--- src/rtl/mem_loader.sv ---
// Streams bytes into sequential memory addresses starting at 0, then reads them back
// and compares a modular sum of the readback against the sum of the accepted bytes.
module mem_loader #(
  parameter int A = 6,
  parameter int W = 8
) (
  input  logic         Clk,
  input  logic         ResetN,
  input  logic         Start,
  input  logic [A:0]   Length,
  input  logic         InValid,
  input  logic [W-1:0] InData,
  output logic         InReady,
  output logic         MemWe,
  output logic [A-1:0] MemAddr,
  output logic [W-1:0] MemWData,
  input  logic [W-1:0] MemRData,
  output logic         Busy,
  output logic         Done,
  output logic         Error,
  output logic [W-1:0] Checksum
);

  localparam logic [1:0] S_IDLE   = 2'd0;
  localparam logic [1:0] S_LOAD   = 2'd1;
  localparam logic [1:0] S_VERIFY = 2'd2;
  localparam logic [1:0] S_FINISH = 2'd3;

  localparam logic [A:0] DEPTH = {1'b1, {A{1'b0}}};

  logic [1:0]   state_reg;
  logic [A:0]   len_reg;
  logic [A:0]   acc_cnt_reg;
  logic [A:0]   v_cnt_reg;
  logic [W-1:0] rd_sum_reg;
  logic [W-1:0] checksum_reg;
  logic         mem_we_reg;
  logic [A-1:0] mem_addr_reg;
  logic [W-1:0] mem_wdata_reg;
  logic         error_reg;

  logic         beat;
  logic [A:0]   v_cnt_next;
  logic [W-1:0] rd_sum_next;

  assign InReady     = (state_reg == S_LOAD) && (acc_cnt_reg != len_reg);
  assign beat        = InValid && InReady;
  assign v_cnt_next  = v_cnt_reg + 1'b1;
  assign rd_sum_next = rd_sum_reg + MemRData;

  always_ff @(posedge Clk or negedge ResetN) begin
    if (!ResetN) begin
      state_reg     <= S_IDLE;
      len_reg       <= '0;
      acc_cnt_reg   <= '0;
      v_cnt_reg     <= '0;
      rd_sum_reg    <= '0;
      checksum_reg  <= '0;
      mem_we_reg    <= 1'b0;
      mem_addr_reg  <= '0;
      mem_wdata_reg <= '0;
      error_reg     <= 1'b0;
    end else begin
      mem_we_reg <= 1'b0;
      case (state_reg)
        S_IDLE: begin
          if (Start) begin
            len_reg      <= (Length > DEPTH) ? DEPTH : Length;
            checksum_reg <= '0;
            error_reg    <= 1'b0;
            acc_cnt_reg  <= '0;
            v_cnt_reg    <= '0;
            rd_sum_reg   <= '0;
            state_reg    <= S_LOAD;
          end
        end
        S_LOAD: begin
          if (beat) begin
            mem_we_reg    <= 1'b1;
            mem_addr_reg  <= acc_cnt_reg[A-1:0];
            mem_wdata_reg <= InData;
            acc_cnt_reg   <= acc_cnt_reg + 1'b1;
            checksum_reg  <= checksum_reg + InData;
          end else if (acc_cnt_reg == len_reg) begin
            // The final write is on the bus this cycle and lands on this same edge.
            state_reg    <= S_VERIFY;
            mem_addr_reg <= '0;
            v_cnt_reg    <= '0;
          end
        end
        S_VERIFY: begin
          if (v_cnt_reg == len_reg) begin
            // Only reachable with an empty load: nothing to read back.
            error_reg    <= (rd_sum_reg != checksum_reg);
            state_reg    <= S_FINISH;
          end else begin
            rd_sum_reg   <= rd_sum_next;
            v_cnt_reg    <= v_cnt_next;
            mem_addr_reg <= v_cnt_next[A-1:0];
            if (v_cnt_next == len_reg) begin
              error_reg    <= (rd_sum_next != checksum_reg);
              mem_addr_reg <= '0;
              state_reg    <= S_FINISH;
            end
          end
        end
        default: begin
          state_reg <= S_IDLE;
        end
      endcase
    end
  end

  assign MemWe    = mem_we_reg;
  assign MemAddr  = mem_addr_reg;
  assign MemWData = mem_wdata_reg;
  assign Busy     = (state_reg != S_IDLE);
  assign Done     = (state_reg == S_FINISH);
  assign Error    = error_reg;
  assign Checksum = checksum_reg;

endmodule

--- config.mk ---
export PLATFORM = sky130hd
export DESIGN_NAME = mem_loader
export DESIGN_NICKNAME = d
export VERILOG_FILES = /design/src/rtl/mem_loader.sv
export SDC_FILE = /design/constraint.sdc
export NUM_CORES = 1
export LEC_CHECK = 0
export BUFFER_PORTS_ARGS = -buffer_cell sky130_fd_sc_hd__buf_2
export CORE_AREA = 10 10 78 113
export DETAILED_ROUTE_END_ITERATION = 8
export DIE_AREA = 0 0 88 123
export HOLD_SLACK_MARGIN = 0.15
export PLACE_DENSITY = 0.74
export SLEW_MARGIN = 20
export SYNTH_ARGS = -nofsm -noshare
export SYNTH_HDL_FRONTEND = slang
export SYNTH_SLANG_ARGS = --single-unit
--- constraint.sdc ---
create_clock -name Clk -period 2.75 [get_ports Clk]
set_input_delay 0.275 -clock Clk [delete_from_list [all_inputs] [get_ports Clk]]
set_output_delay 0.275 -clock Clk [all_outputs]
set_load 0.1 [all_outputs]
# Yosys cells after proc, flatten, opt, wreduce, memory -nomap -nowiden
# Cells that the tools add are included.
# W data, S select, Z words.
dict set report totals {
  regBits 55
  latchBits 0
  ram_bits 0
  romBits 0
  output_inout_bits 27
  wordCells 77
  n_memories 0
}
dict set report classes {
  n_addsub 4
  multipliers 0
  div_mod_pow 0
  magnitude_cmp 1
  eq_ne 16
  shift 0
  n_mux 30
  n_bitwise 0
  reduce_logical 16
}
# operator count
set ops {}
lappend ops {{$mux W7} 6}
lappend ops {{$pmux W8 S2} 2}
lappend ops {{$mux W6} 4}
lappend ops {{$mux W8} 3}
lappend ops {{$eq A7 B7 Y1} 3}
lappend ops {{$pmux W7 S3} 1}
lappend ops {{$add A8 B8 Y8} 2}
lappend ops {{$ne A8 B8 Y1} 2}
lappend ops {{$add A7 B1 Y7 const B} 2}
lappend ops {{$pmux W7 S2} 1}
lappend ops {{$pmux W6 S2} 1}
lappend ops {{$reduce_and A3 Y1} 4}
lappend ops {{$mux W2} 5}
lappend ops {{$ne A2 B2 Y1 const B} 4}
lappend ops {{$reduce_bool A2 Y1} 4}
lappend ops {{$gt A7 B7 Y1 const B} 1}
lappend ops {{$ne A7 B7 Y1} 1}
lappend ops {{$pmux W2 S3} 1}
lappend ops {{$mux W1} 5}
lappend ops {{$reduce_and A5 Y1} 1}
lappend ops {{$eq A2 B2 Y1 const B} 2}
lappend ops {{$reduce_and A2 Y1} 2}
lappend ops {{$reduce_and A4 Y1} 1}
lappend ops {{$ne A3 B2 Y1 const B} 1}
lappend ops {{other kinds (7)} 8}

# Depth between registers and ports, before layout
# Gate-level depths: netlist (run 1).
dict set report depth {
  ltp_word 5
  mapped_depth 10
  ltp_nobuf 9
}

# Worst setup path before layout (run 1)
# OpenSTA, ideal clock, no wires.
dict set report synth_timing {
  kind {reg-to-reg}
  start {register checksum_reg[1] (netlist: Checksum[1])}
  end {register checksum_reg[7] (netlist: Checksum[7])}
  setup_ns 0.120
  arrival_time_ns 2.875
  required_time_ns 2.630
  path_slack_ns -0.245
  stages_incl_launch_ff 9
  n_path_buf 0
  period_less_slack_ns 2.995
  path_cell_list {dfrtp_1 -> ha_1 -> a21o_1 -> a21oi_1 -> o21bai_1 -> a2111oi_0 -> nor2_1 -> xnor2_1 -> a31o_2}
}
dict set report synth_via {
  elab_chain_cells 3
}
# item line_no
set synth_lines {}
lappend synth_lines {{start: declaration} 36} ;# logic [W-1:0] checksum_reg;
lappend synth_lines {{start signal: assignment} 83} ;# checksum_reg <= checksum_reg + InData;
lappend synth_lines {{$add A8 B8 Y8} 83}
lappend synth_lines {{$mux W8} 78} ;# if (beat) begin
lappend synth_lines {{$pmux W8 S2} 65} ;# case (state_reg)
# No other way between the ends. The select of a mux whose other input is x is not followed.
# A chain may end at the register's enable or synchronous reset.

# Final worst setup path (run 1)
dict set report layout_timing {
  start {register rd_sum_reg[4]}
  end {register error_reg (netlist: Error)}
}
dict set report layout_via {
  elab_chain_cells 5
  elab_cells_between_ends 6
}
# item line_no
set layout_lines {}
lappend layout_lines {{start: declaration} 35} ;# logic [W-1:0] rd_sum_reg;
lappend layout_lines {{start signal: assignment} 97} ;# rd_sum_reg <= rd_sum_next;
lappend layout_lines {{$add A8 B8 Y8} 49} ;# assign rd_sum_next = rd_sum_reg + MemRData;
lappend layout_lines {{$ne A8 B8 Y1} 101} ;# error_reg <= (rd_sum_next != checksum_reg);
lappend layout_lines {{$mux W1} 100} ;# if (v_cnt_next == len_reg) begin
lappend layout_lines {{$mux W1 *} 92} ;# if (v_cnt_reg == len_reg) begin
lappend layout_lines {{$pmux W1 S2 *} 65}
lappend layout_lines {{end signal: assignment} 94} ;# error_reg <= (rd_sum_reg != checksum_reg);
lappend layout_lines {{end signal: assignment} 101}
lappend layout_lines {{end: declaration} 40} ;# logic error_reg;
# Mark *: on every way between the ends. The rest lies on a longest branch, timed or not. The select of a mux whose other input is x is not followed.

==> flow_metrics.tcl, run 1 <==
set metrics [dict create \
    outcome "completed" \
    synth_fp_nets 477 \
    ys.flop_type "dfrtp_1" \
    p_sw_share_pct 56.34 \
    yosysSeqAreaShare_pct 36.04 \
    synthTopCellsByArea "dfrtp_1 (36%), ha_1 (6.9%), xnor2_1 (6.7%), nand2_1 (6.3%), o21ai_0 (3.7%)" \
    grt_pass1_wl_um 16550 \
    p_int_uw 2533 \
    post-place-cells 557 \
    crit_path_end_kind "flip-flop" \
    track_usage_pct 19.08 \
    cts-buffers-inserted 5 \
    cts_sinks 55 \
    power_density_nw_per_um2 1338 \
    first_pass_iters 4 \
    hold_end "MemWData[5]" \
    hold_viol 0 \
    min_from "InData[5]" \
    syn-cell-area_um2 3819 \
    synthToLayoutAreaGrowth_pct 13.53 \
    cts_tree "done" \
    layout.cells.non_filler 566 \
    diodes 0 \
    ctsLongestPathBuffers 2 \
    postRouteAntennaNets 0 \
    synth_compound_area_share_pct 20.51 \
    cpMaxStageDelayCell "dfrtp_1" \
    synth_top_family_by_area "compound AO/OA/AOI/OAI gates" \
    synth_warnings 0 \
    slew_violations 0 \
    wl_um 10070 \
    path_cells "ha_1, and3_1, a22oi_1, a21oi_1, mux2_2, a2111o_1, a22oi_1, nand2_1" \
    dieArea_um2 10820 \
    synthAdderAreaFrac_pct 7.929 \
    worst_slew_pin_slew_ps 579.5 \
    route.detailed.drc 0 \
    ir_drop_mv 0.8936 \
    place_worst_setup_slack_ps 146.3 \
    r2r_start "rd_sum_reg[4]" \
    post-route-util_pct 63.71 \
    clk_latency_ps 320 \
    cp-start-kind "flip-flop" \
    syn_avg_cell_area_um2 8.943 \
    synth_top_area_cell "dfrtp_1" \
    setup_viol 0 \
    cp_max_fo 6 \
    gr-total-overflow 0 \
    synthXorXnorAreaFrac_pct 10.91 \
    clockRootBuffer "clkbuf_8" \
    syn_inst 427 \
    synthSimpleGateAreaFrac_pct 18.22 \
    layout.nets 537 \
    critPathMostFrequentCell "a22oi_1" \
    setup_ws_ps 159.2 \
    r2r_end "Error" \
    synth.mux.area_fraction_pct 2.261 \
    pwr-share-comb_pct 67.6 \
    crit_type "flip-flop to flip-flop" \
    grt_start_max_net_pins 33 \
    max_slew_margin_pct 61.37 \
    arrival_ps 2800 \
    async_reset_ff_share_pct 100.0 \
    first_iter_violations 145 \
    seqPwrFrac_pct 24.2 \
    maxCapViolCount 0 \
    coreArea_um2 6805 \
    die_h_um 123 \
    ys_seq_elements 55 \
    boundaryPins 54 \
    antenna_found_initial 0 \
    holdPathStages 3 \
    yosys.area.top_type_share_pct 36.04 \
    hold_path_class "primary input to flip-flop" \
    clk_pin_slew_worst_paths_ps 100 \
    rsz0062_at_grt "no" \
    routed_via_density 5.896 \
    min_period_ps 2591 \
    p_switching_uw 3268 \
    post-dp-hpwl_um 7959 \
    wire_per_inst_um 17.79 \
    clockPowerShare_pct 8.2 \
    start_util_pct 56.11 \
    max_clock_freq_mhz 386.0 \
    synth_cell_types 67 \
    clock-skew-final_ps 5.859 \
    drive_gt1_share_pct 19.67 \
    reg2reg_depth 8 \
    vias 3337 \
    max_stage_delay_ps 440 \
    die_w_um 88 \
    htree_levels 2 \
    final_min_period_over_clock_period_pct 94.21 \
    leakagePower_uw 0.002095 \
    gp_congestion 0.9949 \
    grt_pass1_vias 3426 \
    required_ps 2960 \
    synth_edf_count 0 \
    rows 37 \
    r2r_setup_slack_ps 160 \
    portBuffers 53 \
]
-- metrics by stage --
| step | TNS (ps) | power [µW] | instance area [µm²] | hold slack, ps |
|---|---|---|---|---|
| after global placement | 0 | 5229 | 4223 | 309.1 |
| after global routing | 0 | 6220 | 4335 | 166.6 |
| final | 0 | 5800 | 4335 | 163.5 |
| after detailed placement | 0 | 5318 | 4223 | 312.7 |
| after CTS | 0 | 5795 | 4325 | 167.2 |
| after floorplan | -39.08 | 4445 | 3822 | -20.59 |
-- critical path: cells and delay by family (launching register included) --
kind	cells	cell delay, ps
multiplexers	1	400
AO/OA/AOI/OAI	4	910
adder cells (fa/ha/maj)	1	400
AND/OR/NAND/NOR	2	300
flip-flops	1	440
-- area by class of cell --
class                           instances  area, µm²
Timing Repair Buffer                   69      400.4
Clock inverter                          3      23.77
Tap cell                               78      97.59
Sequential cell                        55       1379
Inverter                               19      71.32
Clock buffer                            5      68.82
Multi-Input combinational cell        337       2295
Fill cell                             600       2470
-- cells in the mapped netlist (3+ instances only) --
cell type	instances
xnor2_1	29
buf_2	3
ha_1	21
a21o_1	7
nor3_1	6
clkbuf_1	8
or2_2	3
nor2_1	26
a22oi_1	11
dfrtp_1	55
a221oi_1	3
xor2_1	16
o221ai_1	3
nand3_1	8
o21ai_1	8
o21a_1	3
and4_1	3
o21ai_0	28
mux2i_1	3
o21bai_1	4
inv_1	17
and3_1	7
nand2_1	64
o31ai_1	6
mux2_2	4
a21oi_1	21
nand2b_1	10
-- cell usage in the layout (no fill, tap or decap), drive strengths merged, types with 3 or more instances in the layout --
cell    instances
nand2          64
and3            7
ha             21
mux2            5
and4            4
o31ai           6
a22oi          11
clkbuf          5
xnor2          29
o21a            3
dfrtp          55
inv            18
o221ai          3
nor2           27
buf            68
mux2i           3
clkinv          3
o21ai          36
a21oi          21
or2             3
nand2b         10
o21bai          4
nand3           8
nor3            7
a221oi          4
and2            3
xor2           16
a21o            7
-- worst max-delay path by stage --
stage | to | cells after the start | startpoint | slack (ps)
finish | Error | 8 | rd_sum_reg[4] | 160
global route | Error | 8 | rd_sum_reg[3] | 30
CTS | Error | 9 | rd_sum_reg[0] | 110
detailed placement | Error | 9 | rd_sum_reg[0] | 150
global placement | Error | 9 | rd_sum_reg[0] | 220
floorplan | Checksum[7] | 8 | Checksum[0] | -40
-- power by group through the flow --
| stage | sequential, µW | clock [µW] | combinational [µW] |
|---|---|---|---|
| floorplan | 2200 | 0 | 2240 |
| global placement | 1410 | 0 | 3820 |
| detailed placement | 1420 | 0 | 3900 |
| CTS | 1410 | 479 | 3910 |
| global route | 1450 | 508 | 4260 |
| finish | 1400 | 474 | 3920 |
-- cells by family after synthesis --
group | Yosys count
flops | 55
compound gates | 117
xor+xnor | 46
fa+ha+maj | 23
buf+inv | 35
simple gates | 143
mux | 8
-- timing repair --
action	in CTS	in global routing
setup buffers	0	0
hold buffers	1	0
setup endpoints to repair	0	2
endpoints found under the hold margin	23	0
resized for setup	0	3
-- per-layer routing --
| metal | vias up | global-route usage, % | routed length, µm |
|---|---|---|---|
| met1 | 1605 | 20.24 | 3849 |
| met5 | - | 0 | 0 |
| met2 | 78 | 34.99 | 5519 |
| met3 | 24 | 2.765 | 290 |
| met4 | 0 | 10.10 | 411 |
| li1 | 1630 | - | - |
Power figures use the tool's default switching activity.
==> inputs of run 2 (changes only) <==
--- a/config.mk
+++ b/config.mk
@@ -6,11 +6,13 @@
 export NUM_CORES = 1
 export LEC_CHECK = 0
 export BUFFER_PORTS_ARGS = -buffer_cell sky130_fd_sc_hd__buf_2
-export CORE_AREA = 10 10 78 113
+export CORE_AREA = 10 10 80 116
+export CTS_CLUSTER_SIZE = 25
 export DETAILED_ROUTE_END_ITERATION = 8
-export DIE_AREA = 0 0 88 123
+export DIE_AREA = 0 0 90 126
 export HOLD_SLACK_MARGIN = 0.15
-export PLACE_DENSITY = 0.74
+export PLACE_DENSITY = 0.71
+export SKIP_CTS_REPAIR_TIMING = 1
 export SLEW_MARGIN = 20
 export SYNTH_ARGS = -nofsm -noshare
 export SYNTH_HDL_FRONTEND = slang
==> flow_metrics.tcl, run 2 (same netlist as run 1, synthesis figures left out) <==
set metrics [dict create \
    outcome "completed" \
    first_pass_iters 4 \
    place_worst_setup_slack_ps 135.8 \
    die_h_um 126 \
    drive_gt1_share_pct 19.88 \
    maxCapViolCount 0 \
    path_cells "ha_1, and3_1, a22oi_1, a21oi_2, mux2_2, a2111o_1, a22oi_1, nand2_1" \
    gp_congestion 0.9195 \
    crit_type "flip-flop to flip-flop" \
    critPathMostFrequentCell "a22oi_1" \
    dieArea_um2 11340 \
    leakagePower_uw 0.002090 \
    track_usage_pct 17.77 \
    layout.cells.non_filler 588 \
    cts-buffers-inserted 5 \
    setup_viol 0 \
    max_stage_delay_ps 460 \
    pwr-share-comb_pct 67.2 \
    cts_tree "done" \
    wire_per_inst_um 17.25 \
    diodes 0 \
    first_iter_violations 120 \
    final_common_cell "nand2_1" \
    grt_pass1_wl_um 16710 \
    fill_cells 636 \
    p_sw_share_pct 56.50 \
    report.power.total_uw 5830 \
    post-route-util_pct 60.81 \
    coreArea_um2 7179 \
    htree_levels 2 \
    clockRootBuffer "clkbuf_8" \
    gr-total-overflow 0 \
    clk_pin_slew_worst_paths_ps 110 \
    power_density_nw_per_um2 1336 \
    clock-skew-final_ps 7.763 \
    max_clock_freq_mhz 385.0 \
    p_switching_uw 3294 \
    route.detailed.drc 0 \
    grt_pass1_vias 3432 \
    cp_top_family "compound AO/OA/AOI/OAI gates" \
    min_period_ps 2597 \
    cts_sinks 55 \
    cp_num_buf_inv 0 \
    synthToLayoutAreaGrowth_pct 14.32 \
    mostFrequentLayoutCells "nand2_1 (64), dfrtp_1 (53), buf_2 (53)" \
    wl_um 10140 \
    max_slew_margin_pct 51.83 \
    clockPowerShare_pct 8.4 \
    ctsLongestPathBuffers 2 \
    slew_violations 0 \
    postRouteAntennaNets 0 \
    rsz0062_at_grt "no" \
    required_ps 2960 \
    cp_max_fo 6 \
    crit_path_end_kind "flip-flop" \
    arrival_ps 2810 \
    seqPwrFrac_pct 24.4 \
    boundaryPins 54 \
    start_util_pct 53.19 \
    rows 38 \
    hold_viol 0 \
    worst_slew_pin_slew_ps 722.5 \
    cpMaxStageDelayCell "dfrtp_1" \
    layout.nets 537 \
    vias 3335 \
    cp-start-kind "flip-flop" \
    grt_start_max_net_pins 30 \
    die_w_um 90 \
    final_min_period_over_clock_period_pct 94.45 \
    portBuffers 53 \
    ir_drop_mv 1.183 \
    hold_path_class "primary input to flip-flop" \
    post-place-cells 579 \
    setup_ws_ps 152.8 \
    antenna_found_initial 0 \
    routed_via_density 5.672 \
    p_int_uw 2536 \
    clk_latency_ps 330 \
    post-dp-hpwl_um 7984 \
]
-- run 2: tightest hold or removal path, cell delays in order --
cell and delay, ps:
buf_2 90, nand2_1 40, nand2_1 40
-- run 2: through the flow --
step / setup TNS [ps] / instance area (µm²) / hold WS, ps
after global routing: 0 / 4365 / 156.3
after CTS: 0 / 4332 / -1.905
after detailed placement: 0 / 4238 / 361.0
final: 0 / 4365 / 150.2
after floorplan: -39.08 / 3822 / -20.59
after global placement: 0 / 4238 / 348.3
-- run 2: path summary, 6_finish.rpt --
path | startpoint | end | slack, ps | cells past startpoint
min | InData[6] | MemWData[6] | 150 | 3
min in group asynchronous | ResetN | len_reg[4] | 520 | 2
max reg2reg | rd_sum_reg[4] | Error | 150 | 8
max | rd_sum_reg[4] | Error | 150 | 8
min reg2reg | MemWData[6] | MemWData[6] | 480 | 2
max in group asynchronous | ResetN | len_reg[3] | 1520 | 3
-- run 2: per-layer routing --
layer | vias to the layer above | track usage, % | routed length, µm
met2 | 83 | 32.29 | 5311
met3 | 27 | 2.973 | 426
met1 | 1594 | 19.00 | 3955
li1 | 1631 | - | -
met5 | - | 0 | 0
met4 | 0 | 9.962 | 447
-- run 2: final cells by class --
cell class / instances / area [µm²] / area share (%)
Clock buffer: 5 / 68.82 / 1.576
Clock inverter: 3 / 25.02 / 0.5732
Inverter: 19 / 71.32 / 1.634
Multi-Input combinational cell: 337 / 2308 / 52.88
Sequential cell: 55 / 1379 / 31.58
Tap cell: 100 / 125.1 / 2.866
Timing Repair Buffer: 69 / 387.9 / 8.885
-- run 2: power groups by stage --
| stage | combinational (µW) | sequential [µW] | clock [µW] |
|---|---|---|---|
| 2_1_floorplan | 2240 | 2200 | 0 |
| 3_3_place_gp | 3820 | 1430 | 0 |
| 3_5_place_dp | 3880 | 1440 | 0 |
| 4_1_cts | 3890 | 1420 | 507 |
| 5_1_grt | 4260 | 1460 | 537 |
| 6_report | 3920 | 1420 | 492 |
